--- config.mk ---
export PLATFORM = sky130hd
export DESIGN_NAME = i2s_tx_flat
export DESIGN_NICKNAME = d
export VERILOG_FILES = /design/src/rtl/i2s_tx_if.sv /design/src/rtl/i2s_tx.sv /design/src/flat_wrapper.sv
export SDC_FILE = /design/constraint.sdc
export NUM_CORES = 1
export LEC_CHECK = 0
export ABC_AREA = 1
export BUFFER_PORTS_ARGS = -buffer_cell sky130_fd_sc_hd__buf_2
export CORE_MARGIN = 1
export CORE_UTILIZATION = 58
export DETAILED_ROUTE_END_ITERATION = 16
export PLACE_DENSITY = 0.75
export SYNTH_ARGS = -nofsm -noshare
export SYNTH_HDL_FRONTEND = slang
export SYNTH_SLANG_ARGS = --single-unit
--- constraint.sdc ---
create_clock -name clk -period 1.9 [get_ports clk]
set_input_delay 0.38 -clock clk [delete_from_list [all_inputs] [get_ports clk]]
set_output_delay 0.38 -clock clk [all_outputs]
set_load 0.05 [all_outputs]
--- src/rtl/i2s_tx_if.sv ---
// Stereo PCM sample-pair handshake between an audio source and i2s_tx.
interface i2s_tx_if #(
    parameter int DATA_W = 24
);
    logic [DATA_W-1:0] ldata;
    logic [DATA_W-1:0] rdata;
    logic              in_valid;
    logic              in_ready;

    modport master (output ldata, rdata, in_valid, input in_ready);
    modport slave  (input ldata, rdata, in_valid, output in_ready);
endinterface

--- src/rtl/i2s_tx.sv ---
// I2S (Philips) master transmitter: 64-bit frames, 32-bit slots, one-pair holding buffer.
// Define I2S_TX_HOLD_LAST_EN to repeat the last pair on underrun; otherwise underrun frames are muted.
module i2s_tx #(
    parameter int CLK_DIV = 8,
    parameter int DATA_W  = 24
) (
    input  logic    clk,
    input  logic    rst,
    i2s_tx_if.slave pcm,
    output logic    i2s_sck,
    output logic    i2s_ws,
    output logic    i2s_sd,
    output logic    underrun
);
    localparam int NUM_CH = 2;
    localparam int SLOT_W = 32;
    localparam int PAD    = SLOT_W - DATA_W;
    localparam int DIV_W  = $clog2(CLK_DIV);
    localparam logic [DIV_W-1:0] DIV_LAST = DIV_W'(CLK_DIV - 1);

    logic [DIV_W-1:0]              div_cnt;
    logic [5:0]                    bit_cnt;
    logic [5:0]                    bit_nxt;
    logic [NUM_CH*SLOT_W-1:0]      sr;
    logic [NUM_CH-1:0][DATA_W-1:0] hold;
    logic [NUM_CH-1:0][DATA_W-1:0] src;
    logic [NUM_CH-1:0][SLOT_W-1:0] slot;
    logic                          hold_full;
    logic                          tick;
    logic                          fall;
    logic                          frame_load;
    logic                          in_ready;
    logic                          accept;
    logic                          ws_nxt;

    assign tick       = div_cnt == DIV_LAST;
    assign fall       = tick & i2s_sck;
    assign frame_load = fall & (bit_cnt == 6'd63);
    assign bit_nxt    = bit_cnt + 6'd1;
    // WS flips one bit before the slot it names (Philips alignment)
    assign ws_nxt     = (bit_nxt >= 6'd31) & (bit_nxt != 6'd63);

    assign in_ready     = ~hold_full | frame_load;
    assign pcm.in_ready = in_ready;
    assign accept       = pcm.in_valid & in_ready;

`ifdef I2S_TX_HOLD_LAST_EN
    logic [NUM_CH-1:0][DATA_W-1:0] last;

    always_ff @(posedge clk) begin
        if (rst) begin
            last <= '0;
        end else if (frame_load && hold_full) begin
            last <= hold;
        end
    end

    assign src = hold_full ? hold : last;
`else
    assign src = hold_full ? hold : '0;
`endif

    // Index 1 is the left channel so the packed slot array is frame-ordered
    for (genvar c = 0; c < NUM_CH; c++) begin : g_slot
        assign slot[c] = SLOT_W'(src[c]) << PAD;
    end

    always_ff @(posedge clk) begin
        if (rst) begin
            div_cnt   <= '0;
            bit_cnt   <= 6'd63;
            i2s_sck   <= 1'b0;
            i2s_ws    <= 1'b0;
            sr        <= '0;
            hold      <= '0;
            hold_full <= 1'b0;
            underrun  <= 1'b0;
        end else begin
            div_cnt  <= tick ? '0 : div_cnt + 1'b1;
            underrun <= frame_load & ~hold_full;
            if (tick) begin
                i2s_sck <= ~i2s_sck;
            end
            if (fall) begin
                bit_cnt <= bit_nxt;
                i2s_ws  <= ws_nxt;
                sr      <= frame_load ? slot : {sr[NUM_CH*SLOT_W-2:0], 1'b0};
            end
            if (accept) begin
                hold <= {pcm.ldata, pcm.rdata};
            end
            hold_full <= accept | (hold_full & ~frame_load);
        end
    end

    assign i2s_sd = sr[NUM_CH*SLOT_W-1];
endmodule

--- src/flat_wrapper.sv ---
// flat-port wrapper written by rule: the top's interface ports become plain ports
module i2s_tx_flat 
#(
    parameter int CLK_DIV = 8,
    parameter int DATA_W  = 24
)
  (clk, rst, i2s_sck, i2s_ws, i2s_sd, underrun, pcm_ldata, pcm_rdata, pcm_in_valid, pcm_in_ready);
  i2s_tx_if #(.DATA_W(DATA_W)) pcm_i ();
  input  logic clk;
  input  logic rst;
  output logic i2s_sck;
  output logic i2s_ws;
  output logic i2s_sd;
  output logic underrun;
  input wire logic [$bits(pcm_i.ldata)-1:0] pcm_ldata;
  input wire logic [$bits(pcm_i.rdata)-1:0] pcm_rdata;
  input wire logic [$bits(pcm_i.in_valid)-1:0] pcm_in_valid;
  output wire logic [$bits(pcm_i.in_ready)-1:0] pcm_in_ready;
  assign pcm_i.ldata = pcm_ldata;
  assign pcm_i.rdata = pcm_rdata;
  assign pcm_i.in_valid = pcm_in_valid;
  assign pcm_in_ready = pcm_i.in_ready;
  i2s_tx #(.CLK_DIV(CLK_DIV), .DATA_W(DATA_W)) u_core (.clk(clk), .rst(rst), .pcm(pcm_i), .i2s_sck(i2s_sck), .i2s_ws(i2s_ws), .i2s_sd(i2s_sd), .underrun(underrun));
endmodule
**After elaboration in Yosys (flattened, before gate mapping)**

Index checks and enable logic that the tools add are counted.

- Bits in read-only memories: 0
- Bits in writable memories: 0
- Register bits after elaboration: 125
- Memories: 0
- Bits in latches: 0
- Output and inout port bits: 5
- Bits of input ports: 51
- Word-level logic and storage cells: 29

- Eq/ne operators: 3
- Multipliers: 0
- Shifts and indexed selects: 0
- Bitwise gates (word level): 11
- $add $sub $neg: 2
- Reductions and logical operators: 1
- Magnitude comparators: 1
- Muxes and demuxes: 2
- Div/mod/pow operators: 0

Operator list:

| kind | count |
|---|---|
| 64-bit 2-to-1 mux | 1 |
| 48-bit 2-to-1 mux | 1 |
| 6-bit by 1-bit adder with 6-bit output (second input constant) | 1 |
| 1-bit bitwise AND | 6 |
| 6-bit equality test (second input constant) | 1 |
| 6-bit by 5-bit greater-or-equal comparator with 1-bit output (second input constant) | 1 |
| 6-bit != test (second input constant) | 1 |
| 3-bit by 1-bit adder with 3-bit output (second input constant) | 1 |
| 3-bit equality test (second input constant) | 1 |
| 1-bit NOT | 3 |
| 1-bit OR | 2 |
| 2-bit OR reduction | 1 |

**Logic depth before layout (Yosys ltp)**

- Depth in word-level cells: 6
- Gate-level depth with buffers: 11

**Worst setup path before layout**

OpenSTA, ideal clock, no wires.

- Path kind: register -> output
- From: reg u_core.i2s_sck
- To: out pcm_in_ready
- Stages on the path, launching flop included: 6
- Path slack: 0.057 ns
- Arrival: 1.463 ns
- Required time: 1.520 ns
- Cell sequence: dfxtp_1 -> nand2_1 -> nor3_2 -> nand2_1 -> nand2_2 -> buf_2

- Cells in the longest elaborated chain, start to end: 3

Ends and longest elaborated chain:

| item | RTL line | text |
|---|---|---|
| from (decl) | i2s_tx.sv:10 | `output logic i2s_sck,` |
| from (signal assigned) | i2s_tx.sv:82 | `i2s_sck <= ~i2s_sck;` |
| 1-bit bitwise AND | i2s_tx.sv:37 | `assign fall = tick & i2s_sck;` |
| 1-bit bitwise AND | i2s_tx.sv:38 | `assign frame_load = fall & (bit_cnt == 6'd63);` |
| 1-bit OR | i2s_tx.sv:43 | `assign in_ready = ~hold_full \| frame_load;` |
| to (decl) | flat_wrapper.sv:18 | `output wire logic [$bits(pcm_i.in_ready)-1:0] pcm_in_ready;` |

No other way between the ends.

**Final worst setup path**

- From: reg u_core.div_cnt[0]
- To: out pcm_in_ready

- Cells in the longest elaborated chain, start to end: 4

Ends and longest elaborated chain:

| item | RTL line | text |
|---|---|---|
| from (decl) | i2s_tx.sv:21 | `logic [DIV_W-1:0] div_cnt;` |
| from (signal assigned) | i2s_tx.sv:79 | `div_cnt <= tick ? '0 : div_cnt + 1'b1;` |
| 3-bit equality test | i2s_tx.sv:36 | `assign tick = div_cnt == DIV_LAST;` |
| 1-bit bitwise AND | i2s_tx.sv:37 |  |
| 1-bit bitwise AND | i2s_tx.sv:38 |  |
| 1-bit OR | i2s_tx.sv:43 |  |

No other way between the ends.

==> impl_results.md <==
- Gr usage total: 27.1%
- Pleak: 0.00309 µW
- First-pass DRT Iterations: 4
- Post-CTS Hold Buffers: 0
- Setup TNS: -0.151 ns
- Post-synthesis sequential area ratio: 46.8%
- Worst R2R Start: u_core.div_cnt[0]
- Slew Limit Fails: 0
- Syn nets: 774
- Std cell rows: 33
- Worst Hold Class: primary input to register
- Crit path DAT: 1.67 ns
- Drt via density: 5.31
- R2R cell count: 11
- Fmax: 488 MHz
- CP top delay family: simple AND/OR/NAND/NOR gates
- Cell taking the most area after synthesis: dfxtp_1
- Slowest CP cell: dfxtp_2
- Min cycle time layout: 2.05 ns
- Ports: 56
- Sw power: 1550 µW
- Yosys top cell area share: 46.8%
- Congestion Overflow GR: 0
- Mapped Area: 5010 µm²
- Vias in the first global route: 4451
- DR WL/cell: 14.1 µm
- Worst stage delay on the critical path: 0.35 ns
- Via count: 4746
- Root Buffer: clkbuf_8
- Final-layout fill cell count: 627
- CP Max Fanout: 2
- Final period util: 108%
- Initial antenna violation count: 0
- CP Buf/Inv Count: 1
- Post-DP HPWL: 6.47 mm
- Critical Path Stages: 7
- Ranking of synthesized cells by area: dfxtp_1 (47%), nand2_1 (16%), nand3_1 (7.9%)
- Syn avg cell area: 6.96 µm²
- Proportion of layout cells with a drive suffix above 1: 17.1%
- Die area: 9010 µm²
- Worst R2R Setup Slack: 0.08 ns
- Largest net degree at the start of global routing: 98
- Outcome: complete, but fails checks
- Critical Path Start: u_core.div_cnt[0]
- Ys flop type: dfxtp_1
- Starting Density: 60.3%
- PortBufs: 55
- Final wirelength: 12.6 mm
- Die H: 94.9 µm
- CTS Buffer Depth: 2
- Clock slew at reported path FFs: 0.06 ns
- Max H-tree Level: 4
- Num CTS Buffers: 17
- GP Congestion: 0.841
- Core footprint: 8300 µm²
- Cell internal pwr: 4500 µW
- Crit path cell chain: ha_4 -> ha_4 -> nand2_4 -> nor3_4 -> nand2_2 -> nand2_4 -> buf_8
- CTS tree: yes
- Peak VDD IR: 797 µV
- Die W: 94.9 µm
- Number of flops mapped to enable cells by yosys: 0
- RR Endpoint: u_core.sr[23]
- Iter 0 DRT Violations: 261
- Startpoint types: register
- DRC: 0
- Gate power share: 8.7%
- Post-route ant nets: 0
- Synth cell types: 24
- Clock share of power: 48.3%
- Slew headroom: 73.9%
- Synth-to-Final Area Change: 24.8%
- Setup-failing EPs final: 1
- Mapped Cells: 719
- Setup slack after layout: -0.151 ns
- Failing checks: setup timing
- Setup Crit Path Kind: register to output port
- Total clock sinks: 117
- Synth cell count leaders: nand2_1 (214), dfxtp_1 (117), nand3_1 (79)
- Sw Share: 25.6%
- CP required: 1.52 ns
- Clk Latency, worst-skew pair: 0.52 ns
- Setup Slack @ Placement: 0.0442 ns
- Count leader, synth: nand2_1
- Pwr/cell area: 968 nW/µm²
- Setup crit end kind: output port
- Sequential share of power: 43.0%
- Hold Crit Start: rst
- RSZ-0062 raised after global routing: yes
- First-pass GRT wire length: 19.0 mm
- Number of antenna diodes: 0
- Clk_skew: 0.0103 ns
- Synth Register Bits: 117
- Hold Vio Cnt, Final: 0
- Worst slew pin tran: 0.392 ns
- Synth warnings: 0
- Layout Nets: 831
- Async SR Flop Fraction: 0%
- Max-Cap Viols: 0
- Worst setup path end: pcm_in_ready
[flip-flops by register name (all words and copies together) (netlist names)]
signal	cells
u_core.sr	56
u_core.hold	48
u_core.bit_cnt	6
u_core.div_cnt	3
u_core.hold_full	1
u_core.i2s_sck	1
u_core.i2s_ws	1
u_core.underrun	1
[what timing repair did]
item,4_1_cts,5_1_grt
cloned,0,7
endpoints found under the setup margin,1,70
gates resized for setup,23,14
setup buffers,7,2
pin swaps,5,5
[placed cells by master (no fill, tap or decap), drive strengths merged]
cell type	synthesis	final
a21oi	51	51
a22oi	1	1
buf	24	81
bufinv	0	1
clkbuf	24	23
clkinv	0	6
clkinvlp	0	5
dfxtp	117	117
ha	4	4
inv	76	78
nand2	215	215
nand3	79	79
nand4	3	3
nor2	61	61
nor3	2	2
o211ai	22	22
o21ai	29	29
o21bai	1	1
o22ai	9	9
or2	1	1
[stage by stage]
step / total power (µW) / cells / util [%] / cell area [µm²] / hold WS (ns)
2_1_floorplan: 2960 / 719 / - / 5010 / 0.397
3_3_place_gp: 3090 / 849 / 65.2 / 5410 / 0.403
6_report: 6050 / 894 / 75.3 / 6250 / 0.123
4_1_cts: 6020 / 888 / 73.0 / 6060 / 0.104
3_5_place_dp: 3110 / 849 / 65.2 / 5410 / 0.414
5_1_grt: 6270 / 894 / 75.3 / 6250 / 0.120
[routing by layer]
| metal | wire length, µm | GRT usage, % | vias up |
|---|---|---|---|
| met3 | 661 | 6.52 | 23 |
| met1 | 5320 | 31.0 | 2180 |
| met5 | 0 | 0 | - |
| met4 | 265 | 10.2 | 0 |
| li1 | - | - | 2415 |
| met2 | 6330 | 48.4 | 128 |
[power groups by stage]
stage	combinational (µW)	sequential (µW)	clock, µW
2_1_floorplan	330	2630	0
5_1_grt	589	2610	3070
3_5_place_dp	464	2640	0
4_1_cts	478	2600	2940
3_3_place_gp	446	2640	0
6_report	529	2600	2920
[final cells by class]
cell class | instances | area, µm² | share of cell area, %
multi-input cells | 478 | 2220 | 35.6
flip-flops and latches | 117 | 2350 | 37.5
well taps | 105 | 131 | 2.10
inverters | 76 | 293 | 4.68
repair buffers | 86 | 708 | 11.3
clock inverters | 14 | 130 | 2.08
clock buffers | 18 | 418 | 6.69
[worst min-delay path by stage]
stage | endpoint | slack, ns | depth (start not counted)
after floorplan | u_core.div_cnt[0] | 0.40 | 1
after global placement | u_core.div_cnt[0] | 0.40 | 1
after detailed placement | u_core.div_cnt[0] | 0.41 | 1
after CTS | u_core.hold_full | 0.10 | 2
after global routing | u_core.hold_full | 0.12 | 2
final | u_core.hold_full | 0.12 | 2
[cells by family (layout without fill, tap and decap cells)]
kind of cell               after synthesis  in the layout  share of synthesized area (%)
and+or+nand+nor                        361            361                           29.4
AOI/OAI and AO/OA                      113            113                           12.7
DFF                                    117            117                           46.8
buffers and inverters                  124            194                           10.0
adders and majority gates                4              4                           1.00
Note: power is estimated with default switching activity, not from simulation.
